--- src/rtl/time_pkg.sv ---
// time_pkg: shared constants and types for the time-register read/load path.
//   - Register address map (seconds / minutes / hours / status).
//   - Field widths of the live counters.
//   - Read-back FSM state encoding.
package time_pkg;

  localparam int SEC_W  = 6;
  localparam int MIN_W  = 6;
  localparam int HOUR_W = 5;

  localparam logic [1:0] ADDR_SEC  = 2'b00;
  localparam logic [1:0] ADDR_MIN  = 2'b01;
  localparam logic [1:0] ADDR_HOUR = 2'b10;
  localparam logic [1:0] ADDR_STAT = 2'b11;

  typedef enum logic {
    ST_IDLE   = 1'b0,
    ST_LOCKED = 1'b1
  } state_t;

endpackage

--- src/rtl/time_reader_if.sv ---
// time_reader_if: host-side bus of the time read-back port.
//   load     : time-register load strobe (only observed by the reader)
//   rd_en    : read request, one read per asserted cycle
//   addrs    : register address, sampled with rd_en
//   data_out : registered read data
//   rd_valid : one-cycle pulse per read, in the cycle after rd_en is sampled
//   locked   : a coherent snapshot is currently held
//
// Handshake: rd_en acts as a valid with no ready -- the reader accepts a read
// on every cycle rd_en is high. Each accepted read produces exactly one
// rd_valid pulse one cycle later; consecutive reads give a continuous
// rd_valid. Without rd_en, data_out holds its last value.
interface time_reader_if;
  import time_pkg::*;

  logic       load;
  logic       rd_en;
  logic [1:0] addrs;
  logic [7:0] data_out;
  logic       rd_valid;
  logic       locked;

  modport master (
    output load, rd_en, addrs,
    input  data_out, rd_valid, locked
  );

  modport slave (
    input  load, rd_en, addrs,
    output data_out, rd_valid, locked
  );

endinterface

--- src/rtl/time_bin2bcd.sv ---
// time_bin2bcd: combinational 6-bit binary (0..59) to two-digit packed BCD.
//   bin : binary value, 0..59
//   bcd : tens digit in [7:4], units digit in [3:0]
// The tens digit is found by a short compare cascade, which is cheap for a
// range this small and avoids a general divider.
module time_bin2bcd (
  input  logic [5:0] bin,
  output logic [7:0] bcd
);

  logic [2:0] tens;
  logic [3:0] units;

  always_comb begin
    tens  = 3'd0;
    units = bin[3:0];
    if (bin >= 6'd50) begin
      tens  = 3'd5;
      units = 4'(bin - 6'd50);
    end else if (bin >= 6'd40) begin
      tens  = 3'd4;
      units = 4'(bin - 6'd40);
    end else if (bin >= 6'd30) begin
      tens  = 3'd3;
      units = 4'(bin - 6'd30);
    end else if (bin >= 6'd20) begin
      tens  = 3'd2;
      units = 4'(bin - 6'd20);
    end else if (bin >= 6'd10) begin
      tens  = 3'd1;
      units = 4'(bin - 6'd10);
    end
    bcd = {1'b0, tens, units};
  end

endmodule

--- src/rtl/time_reader.sv ---
// time_reader: read-back port for the real-time clock counters.
//   clk          : system clock, rising edge
//   reset_n      : asynchronous active-low reset
//   tc_time_base : one-second tick that advances the counters
//   q_seconds/q_minutes/q_hours : live counter values
//   bus          : host bus (time_reader_if.slave)
//   state_dbg    : current read-back FSM state
//
// A seconds read snapshots all three counters so a seconds->minutes->hours
// burst stays coherent across a rollover; the hours read ends the burst.
// The stale flag records that the counters may have moved since the snapshot.
//
// Build option: define TIME_READER_BCD_EN to return time fields as packed BCD;
// otherwise they are plain binary, zero-extended.
module time_reader
  import time_pkg::*;
(
  input  logic              clk,
  input  logic              reset_n,
  input  logic              tc_time_base,
  input  logic [SEC_W-1:0]  q_seconds,
  input  logic [MIN_W-1:0]  q_minutes,
  input  logic [HOUR_W-1:0] q_hours,
  time_reader_if.slave      bus,
  output state_t            state_dbg
);

  state_t            state, state_nxt;
  logic              locked_w;
  logic [SEC_W-1:0]  snap_s;
  logic [MIN_W-1:0]  snap_m;
  logic [HOUR_W-1:0] snap_h;
  logic              stale;
  logic [7:0]        data_q;
  logic              valid_q;
  logic [5:0]        sel_val;
  logic              is_stat;
  logic [7:0]        status;
  logic [7:0]        rd_word;
  logic              sec_rd;

  assign sec_rd = bus.rd_en && (bus.addrs == ADDR_SEC);

  // FSM: state register
  always_ff @(posedge clk or negedge reset_n) begin
    if (!reset_n) state <= ST_IDLE;
    else          state <= state_nxt;
  end

  // FSM: next state. A seconds read (re)starts a burst from either state.
  always_comb begin
    state_nxt = state;
    if (bus.rd_en) begin
      case (bus.addrs)
        ADDR_SEC:  state_nxt = ST_LOCKED;
        ADDR_HOUR: if (state == ST_LOCKED) state_nxt = ST_IDLE;
        default:   state_nxt = state;
      endcase
    end
  end

  // FSM: outputs
  always_comb begin
    locked_w  = (state == ST_LOCKED);
    state_dbg = state;
  end

  // Read mux. Seconds always come from the live counter: the snapshot is
  // taken on this same read, so the live value is the snapshot value.
  always_comb begin
    sel_val = '0;
    is_stat = 1'b0;
    case (bus.addrs)
      ADDR_SEC:  sel_val = q_seconds;
      ADDR_MIN:  sel_val = locked_w ? snap_m : q_minutes;
      ADDR_HOUR: sel_val = locked_w ? {1'b0, snap_h} : {1'b0, q_hours};
      default:   is_stat = 1'b1;
    endcase
    status = {stale, locked_w, 6'b0};
  end

`ifdef TIME_READER_BCD_EN
  logic [7:0] bcd_val;

  time_bin2bcd u_bin2bcd (
    .bin (sel_val),
    .bcd (bcd_val)
  );

  assign rd_word = is_stat ? status : bcd_val;
`else
  assign rd_word = is_stat ? status : {2'b00, sel_val};
`endif

  // Snapshot, stale flag and registered read response. stale is captured
  // as tc|load on the snapshot edge because the counters may change on that
  // very edge; it survives the return to IDLE so the host can still read it.
  always_ff @(posedge clk or negedge reset_n) begin
    if (!reset_n) begin
      snap_s  <= '0;
      snap_m  <= '0;
      snap_h  <= '0;
      stale   <= 1'b0;
      data_q  <= '0;
      valid_q <= 1'b0;
    end else begin
      valid_q <= bus.rd_en;
      if (bus.rd_en) data_q <= rd_word;
      if (sec_rd) begin
        snap_s <= q_seconds;
        snap_m <= q_minutes;
        snap_h <= q_hours;
        stale  <= tc_time_base | bus.load;
      end else if (locked_w && (tc_time_base || bus.load)) begin
        stale <= 1'b1;
      end
    end
  end

  assign bus.data_out = data_q;
  assign bus.rd_valid = valid_q;
  assign bus.locked   = locked_w;

endmodule
--- src/flat_wrapper.sv ---
// flat-port wrapper written by rule: the top's interface ports become plain ports
module time_reader_flat import time_pkg::*;
  (clk, reset_n, tc_time_base, q_seconds, q_minutes, q_hours, state_dbg, bus_load, bus_rd_en, bus_addrs, bus_data_out, bus_rd_valid, bus_locked);
  time_reader_if bus_i ();
  input  logic clk;
  input  logic reset_n;
  input  logic tc_time_base;
  input  logic [SEC_W-1:0] q_seconds;
  input  logic [MIN_W-1:0] q_minutes;
  input  logic [HOUR_W-1:0] q_hours;
  output state_t state_dbg;
  input wire logic [$bits(bus_i.load)-1:0] bus_load;
  input wire logic [$bits(bus_i.rd_en)-1:0] bus_rd_en;
  input wire logic [$bits(bus_i.addrs)-1:0] bus_addrs;
  output wire logic [$bits(bus_i.data_out)-1:0] bus_data_out;
  output wire logic [$bits(bus_i.rd_valid)-1:0] bus_rd_valid;
  output wire logic [$bits(bus_i.locked)-1:0] bus_locked;
  assign bus_i.load = bus_load;
  assign bus_i.rd_en = bus_rd_en;
  assign bus_i.addrs = bus_addrs;
  assign bus_data_out = bus_i.data_out;
  assign bus_rd_valid = bus_i.rd_valid;
  assign bus_locked = bus_i.locked;
  time_reader u_core (.clk(clk), .reset_n(reset_n), .tc_time_base(tc_time_base), .q_seconds(q_seconds), .q_minutes(q_minutes), .q_hours(q_hours), .bus(bus_i), .state_dbg(state_dbg));
endmodule
--- config.mk ---
export PLATFORM = sky130hd
export DESIGN_NAME = time_reader_flat
export DESIGN_NICKNAME = d
export VERILOG_FILES = /design/src/rtl/time_pkg.sv /design/src/rtl/time_reader_if.sv /design/src/rtl/time_bin2bcd.sv /design/src/rtl/time_reader.sv /design/src/flat_wrapper.sv
export SDC_FILE = /design/constraint.sdc
export NUM_CORES = 1
export LEC_CHECK = 0
export ABC_AREA = 1
export ABC_CLOCK_PERIOD_IN_PS = 1450
export BUFFER_PORTS_ARGS = -buffer_cell sky130_fd_sc_hd__buf_2
export CAP_MARGIN = 20
export CORE_MARGIN = 4
export CORE_UTILIZATION = 44
export DETAILED_ROUTE_END_ITERATION = 10
export MAX_ROUTING_LAYER = met4
export PLACE_DENSITY = 0.76
export SLEW_MARGIN = 30
export SYNTH_ARGS = -nofsm -noshare
export SYNTH_HDL_FRONTEND = slang
export SYNTH_SLANG_ARGS = --single-unit
--- constraint.sdc ---
create_clock -name clk -period 1.45 [get_ports clk]
set_input_delay 0.29 -clock clk [delete_from_list [all_inputs] [get_ports clk]]
set_output_delay 0.29 -clock clk [all_outputs]
set_load 0.05 [all_outputs]
Yosys cells after proc, flatten, opt, wreduce, memory -nomap -nowiden

Index checks and enable logic that the tools add are counted.

Bits in registers: 22
Input bits: 24
Output and inout port bits: 11
Word-level logic and storage cells: 24

Equal/unequal tests: 2
Multiplexer cells: 7
Bitwise logic cells: 1
Reductions and logical operators: 8

Operators with widths:

| kind                                                                   | number |
|---|---|
| 6-bit case mux with 3 select lines                                     | 1 |
| 8-bit 2-to-1 mux                                                       | 1 |
| 6-bit 2-to-1 mux                                                       | 1 |
| 5-bit 2-to-1 mux                                                       | 1 |
| 2-bit nonzero test                                                     | 2 |
| 3-bit OR reduction                                                     | 1 |
| 2-bit by 1-bit equality test with 1-bit output (second input constant) | 1 |
| 2-bit equality test (second input constant)                            | 1 |
| 1-bit logical AND                                                      | 2 |
| 2-bit logical NOT                                                      | 1 |
| 1-bit 2-to-1 mux                                                       | 2 |
| 1-bit case mux with 2 select lines                                     | 1 |
| 2-bit AND reduction                                                    | 1 |
| 1-bit logical OR                                                       | 1 |
| 1-bit bitwise OR                                                       | 1 |

Depth between registers and ports, before layout

Gate-level depths: netlist (run 1).

Depth in word-level cells: 4
Mapped depth: 8
Mapped depth without buffers: 7

Least setup slack after synthesis (run 1)

No wires, ideal clock.

Path type: register to register
Start: reg u_core.state, in the netlist u_core.bus.locked
End: reg u_core.data_q[3], in the netlist u_core.bus.data_out[3]
Setup time: 0.118 ns
Data arrival time: 1.238 ns
Required time: 1.332 ns
Path slack: 0.094 ns
Stages on the path, launching flop included: 9
Path buffers: 1
Clock period less this slack: 1.356 ns
Cell sequence: dfrtp_1 > inv_2 > buf_2 > nand2_1 > nand2_1 > nand2_1 > nand3_1 > nand2_1 > nand2_1

Cells in the longest elaborated chain, start to end: 3
Elaborated cells on any way between the ends: 4
Those cells by class: mux (4)

RTL lines:

| item                                                        | line                                 | RTL |
|---|---|---|
| start, declared                                             | time_reader.sv:28                    | `state_t state, state_nxt;` |
| start signal, assigned                                      | time_reader.sv:47                    | `else state <= state_nxt;` |
| 5-bit 2-to-1 mux / 6-bit 2-to-1 mux (equally long branches) | time_reader.sv:76, time_reader.sv:75 |  |
| 6-bit case mux with 3 select lines *                        | time_reader.sv:73                    | `case (bus.addrs)` |
| 8-bit 2-to-1 mux *                                          | time_reader.sv:92                    | `assign rd_word = is_stat ? status : {2'b00, sel_val};` |
| end signal, assigned                                        | time_reader.sv:108                   | `if (bus.rd_en) data_q <= rd_word;` |
| end, declared                                               | time_reader.sv:34                    | `logic [7:0] data_q;` |

Every way passes the cells marked *; elsewhere a longest branch is shown, timed or not.
A chain may end at the register's enable or synchronous reset.

Worst setup path in the final report (run 1)

Start: reg u_core.state, in the netlist u_core.bus.locked
End: out state_dbg

RTL lines:

| item          | line               | RTL |
|---|---|---|
| end, declared | flat_wrapper.sv:11 | `output state_t state_dbg;` |

No word-level cell between the ends.

==> impl_metrics.toml, run 1 <==
[outcome]
status = "completed"

[worst_setup_path]
r2r-start = "u_core.bus.locked"
startpoint_type = "flip-flop"
critPathMaxStageDelay_ns = 0.45
cp_slowest_cell = "dfrtp_1"
crit_family = "flip-flops"
critPathBufInv = 1
cp_cell_sequence = "buf_2"
worstPathMaxFanout = 6
worstSetupStartpoint = "u_core.bus.locked"
critPathKind = "reg -> out"
cp.required_ns = 1.16
arrival_ns = 1.05
endpoint_kind = "output port"

[sta]
tns_ns = 0
layout_min_cycle_time_ns = 1.34
worstMarginPinSlew_ns = 0.499
setup_violations = 0
fmax_mhz = 747
rsz0062_at_grt = "false"
final_max_slew_viol_count = 0
skew_ns = 0.00646
slew-limit-headroom_pct = 66.7
finalCritPeriodShare_pct = 92.4
finalHoldViolCount = 0

[synthesis]
synth-seq-cells = 22
synth_edf_count = 0
synth_common_cells = "nand2_1, dfrtp_1, nand3_1"
syn_nets = 174
yosysSeqAreaShare_pct = 49.4
synthesis.area_um2 = 1110
syn-instance-count = 150
synth_top_area_share_pct = 49.4
yosys_warnings = 0
synth_ff_type = "dfrtp_1"
async_flop_share_pct = 100
synth_area_leader_cell = "dfrtp_1"
syn_avg_cell_area_um2 = 7.43
yosysMostFrequentCell = "nand2_1"
ys_types = 17
synth_area_leaders = "dfrtp_1, nand2_1, nand3_1"

[layout]
stdcell_count = 213
fin_util_pct = 57.8
nets = 210
diodes = 0
syn_to_final_growth_pct = 20.2
drive_gt1_share_pct = 27.0

[detailed_routing]
firstDrtPassIters = 4
vias = 1027
wl_mm = 2.43
route.detailed.drc = 0
final_antenna_net_count = 0
wl_per_cell_um = 11.4
viasPerCell = 4.82
drtIter0Drc = 35

[floorplan]
initial_core_util_pct = 48.1
core_region_area_um2 = 2320
fp-row-count = 17
die_y_um = 58.3
fp.dieW_um = 58.3
dieArea_um2 = 3400
ios = 35

[pwr]
peakVddDrop_uv = 688
power_mw = 1.55
cellPowerDensity_nw_per_um2 = 1160
leakagePower_nw = 0.783

[global_routing]
antenna_found_initial = 0
grt_max_degree = 23
grt_pass1_wl_mm = 4.16
overflow = 0
grt_usage_pct = 15.9
grt_pass1_vias = 968

[placed_design]
gp_congestion = 0.829
dp_cells = 208
io_buffers = 34
dpl.hpwl_mm = 1.87

[clock_tree]
cts_made_buffers = 3
clk_latency_ns = 0.30
ctsRootBufferMaster = "clkbuf_4"
clock-sinks = 22
cts.path.max_buffers = 2
clkTransAtPathRegs_ns = 0.12
cts.repair.resized = 0
cts.htree.levels = 1
cts_tree = "done"

[worst_hold_path]
min_from = "q_minutes[4]"
min_path_type = "in -> reg"

[job]
max_cap_violations = 0
[final timing paths]
path                                           to  slack (ns)  cells after the start
setup / recovery                        state_dbg        0.11                      1
hold / removal                   u_core.snap_m[4]        0.19                      3
setup reg to reg           u_core.bus.data_out[1]        0.32                      7
hold reg to reg                  u_core.snap_m[4]        0.49                      2
max in group asynchronous       u_core.bus.locked        0.64                      2
min in group asynchronous  u_core.bus.data_out[5]        0.47                      2
[cells in the final DEF (no fill, tap or decap), drive strengths merged]
| cell type | netlist | routed |
|---|---|---|
| a21oi | 2 | 2 |
| dlygate4sd3 | 0 | 1 |
| nor2 | 4 | 4 |
| o211ai | 1 | 1 |
| a22oi | 1 | 1 |
| buf | 5 | 35 |
| inv | 12 | 12 |
| clkbuf | 0 | 4 |
| o21ai | 6 | 6 |
| o22ai | 1 | 1 |
| dfrtp | 22 | 22 |
| nand2 | 88 | 88 |
| nand3 | 8 | 8 |
[state kept, by name, indices dropped and copies added (netlist names)]
register,cells
u_core.bus.data_out,8
u_core.snap_m,6
u_core.snap_h,5
u_core.bus.locked,1
u_core.bus.rd_valid,1
u_core.stale,1
[metrics by stage]
step                      cell area (um^2)  hold slack [ns]  worst slack (ns)
after floorplan                       1110         -0.00559            0.0938
after global placement                1290            0.272             0.282
after detailed placement              1290            0.282             0.241
after CTS                             1340            0.185            0.0868
after global routing                  1340            0.188            0.0503
final                                 1340            0.190             0.111
[per-layer routing]
layer / global-route usage [%] / routed length, um
met5: - / 0
met4: 2.98 / 9
met3: 2.85 / 222
met2: 24.4 / 1070
met1: 22.2 / 1130
[kinds of logic (layout without fill, tap and decap cells)]
logic type	after synthesis	in the layout	share of synthesized area, %
AO/OA/AOI/OAI	11	11	6.29
flip-flops	22	22	49.4
AND/OR/NAND/NOR	100	100	37.3
buffers and inverters	17	52	7.07
[power breakdown]
group	switching [mW]	internal [mW]	leakage [nW]
Combinational	0.328	0.139	0.489
Sequential	0.0496	0.698	0.273
Clock	0.179	0.153	0.0210
Total	0.557	0.991	0.783
[layout make-up]
cell class / instances / area (um^2)
Timing Repair Buffer: 36 / 188
Clock buffer: 4 / 36.3
Sequential cell: 22 / 551
Tap cell: 28 / 35.0
Fill cell: 224 / 978
Multi-Input combinational cell: 111 / 485
Inverter: 12 / 45.0
[repair_timing]
item,CTS,global route
setup buffers,0,0
hold endpoints to repair,22,0
hold buffers,1,0
No activity file was read; power rests on OpenSTA's default activity.
==> inputs of run 2 (changes only) <==
ABC_AREA = unset   (was 1)
TNS_END_PERCENT = 10   (was unset)
==> impl_metrics.toml, run 2 <==
[detailed_routing]
wl_mm = 2.43
viasPerCell = 5.28
firstDrtPassIters = 5
final_antenna_net_count = 0
route.detailed.drc = 0
drtIter0Drc = 9
vias = 839
wl_per_cell_um = 15.3

[placed_design]
dp_cells = 153
io_buffers = 34
gp_congestion = 0.734
dpl.hpwl_mm = 1.78

[synthesis]
syn_avg_cell_area_um2 = 11.9
syn-instance-count = 94
synth_common_cells = "dfrtp_1, mux2_2, nor2_1"
synth_top_area_share_pct = 49.4
synth-seq-cells = 22
synth_edf_count = 0
async_flop_share_pct = 100
yosysMostFrequentCell = "dfrtp_1"
yosysSeqAreaShare_pct = 49.4
yosys_warnings = 0
synth_area_leader_cell = "dfrtp_1"
synth_ff_type = "dfrtp_1"
syn_nets = 118
synthesis.area_um2 = 1110
synth_area_leaders = "dfrtp_1, mux2_2, mux2i_1"
ys_types = 22

[sta]
tns_ns = 0
rsz0062_at_grt = "false"
worstMarginPinSlew_ns = 0.506
holdWs_ns = 0.225
skew_ns = 0.00151
fmax_mhz = 747
finalHoldViolCount = 0
slew-limit-headroom_pct = 66.3
setup_violations = 0
finalCritPeriodShare_pct = 92.3
final_max_slew_viol_count = 0
layout_min_cycle_time_ns = 1.34

[clock_tree]
ctsRootBufferMaster = "clkbuf_4"
cts_made_buffers = 3
clk_latency_ns = 0.30
cts_tree = "done"
cts.path.max_buffers = 2
cts.htree.levels = 1
clkTransAtPathRegs_ns = 0.12
clock-sinks = 22

[floorplan]
die_y_um = 58.3
core_region_area_um2 = 2320
initial_core_util_pct = 48.1
ios = 35
fp-row-count = 17
fp.dieW_um = 58.3
dieArea_um2 = 3400

[global_routing]
grt_pass1_wl_mm = 3.81
grt_usage_pct = 15.3
grt_max_degree = 23
antenna_found_initial = 0
overflow = 0
grt_pass1_vias = 813

[worst_setup_path]
arrival_ns = 1.05
rr_worst_depth = 4
startpoint_type = "flip-flop"
r2r-start = "u_core.bus.locked"
r2r_end = "u_core.bus.data_out[2]"
cp_cell_sequence = "clkbuf_4"
endpoint_kind = "output port"
critPathBufInv = 1
crit_family = "flip-flops"
critPathMaxStageDelay_ns = 0.52
critPathKind = "reg -> out"
cp.required_ns = 1.16
cp_slowest_cell = "dfrtp_4"
worstPathMaxFanout = 3
ff2ff_setup_slack_ns = 0.11

[worst_hold_path]
hold_end = "u_core.stale"
min_path_type = "in -> reg"
whs_path_depth = 3
min_from = "tc_time_base"

[pwr]
leakagePower_nw = 0.643
power.share.switching_pct = 32.7
p_sw_uw = 490
peakVddDrop_uv = 693
cellInternalPower_mw = 1.01
power_mw = 1.50
power_frac_comb_pct = 30.2
cellPowerDensity_nw_per_um2 = 1110
power_frac_seq_pct = 50.5
clock_power_share_pct = 19.3

[layout]
stdcell_count = 159
largest_register_ffs = 8
syn_to_final_growth_pct = 20.7
final_common_cell = "buf_2"
multi_input_area_um2 = 475
drive_gt1_share_pct = 48.1
diodes = 0
layout_common_cells = "buf_2, dfrtp_1, mux2_2"
seq_area_um2 = 554
nFillCells = 211
nets = 156

[outcome]
status = "completed"

[job]
max_cap_violations = 0
==> run 2: cell types whose count changed in the layout (fill, tap and decap cells not counted), sizes merged, moves of 5 or more <==
| cell | before | now |
|---|---|---|
| nand2 | 88 | 5 |
| mux2i | 0 | 6 |
| nand3 | 8 | 0 |
| inv | 12 | 3 |
| mux2 | 0 | 17 |
| a211o | 0 | 5 |
| a31oi | 0 | 5 |
| nor2 | 4 | 11 |
==> run 2: metrics by stage <==
step                      utilization (%)  setup WS (ns)  area (um^2)
final                                58.0          0.112         1350
after global routing                 58.0         0.0624         1350
after CTS                            56.9        -0.0496         1320
after detailed placement             55.3          0.143         1280
after global placement               55.3          0.176         1280
after floorplan                         -         0.0255         1120
==> run 2: what timing repair did <==
item,CTS,global route
buffers inserted,0,1
endpoints found under the hold margin,22,0
pin swaps,0,0
resized for setup,1,2
endpoints found under the setup margin,2,2
hold buffers,1,0
==> run 2: layout make-up <==
| cell class | instances | share of cell area [%] |
|---|---|---|
| well taps | 28 | 2.60 |
| clock buffers | 4 | 1.95 |
| flip-flops and latches | 22 | 41.2 |
| inverters | 3 | 0.837 |
| multi-input cells | 61 | 35.3 |
| repair buffers | 41 | 18.0 |
==> run 2: power groups by stage <==
stage | clock network, mW | registers (mW) | logic (mW)
3_5_place_dp | 0 | 0.784 | 0.417
5_1_grt | 0.337 | 0.768 | 0.484
3_3_place_gp | 0 | 0.777 | 0.407
6_report | 0.289 | 0.756 | 0.452
2_1_floorplan | 0 | 0.863 | 0.234
4_1_cts | 0.301 | 0.773 | 0.420
==> run 2: routing by layer <==
layer | share of wire, % | vias to the layer above | global-route usage (%)
met3 | 4.1 | 4 | 2.19
met1 | 43 | 410 | 19.4
met5 | 0 | - | -
li1 | - | 405 | -
met4 | 1.5 | 0 | 6.95
met2 | 52 | 20 | 24.2
==> run 2: how the worst max path moves through the flow <==
stage                      start                      to  slack, ns  cells after the start
2_1_floorplan  u_core.bus.locked  u_core.bus.data_out[5]       0.03                      5
3_3_place_gp   u_core.bus.locked  u_core.bus.data_out[5]       0.18                      3
3_5_place_dp        bus_addrs[1]        u_core.snap_h[3]       0.14                      4
4_1_cts        u_core.bus.locked               state_dbg      -0.05                      1
5_1_grt        u_core.bus.locked  u_core.bus.data_out[2]       0.06                      4
6_report       u_core.bus.locked               state_dbg       0.11                      1
==> run 2: logic make-up after synthesis <==
logic type | count (synthesis) | share of synthesized area, %
buffers and inverters | 11 | 7.97
AND/OR/NAND/NOR | 22 | 9.99
multiplexers | 23 | 22.6
flip-flops | 22 | 49.4
AO/OA/AOI/OAI | 16 | 10.1
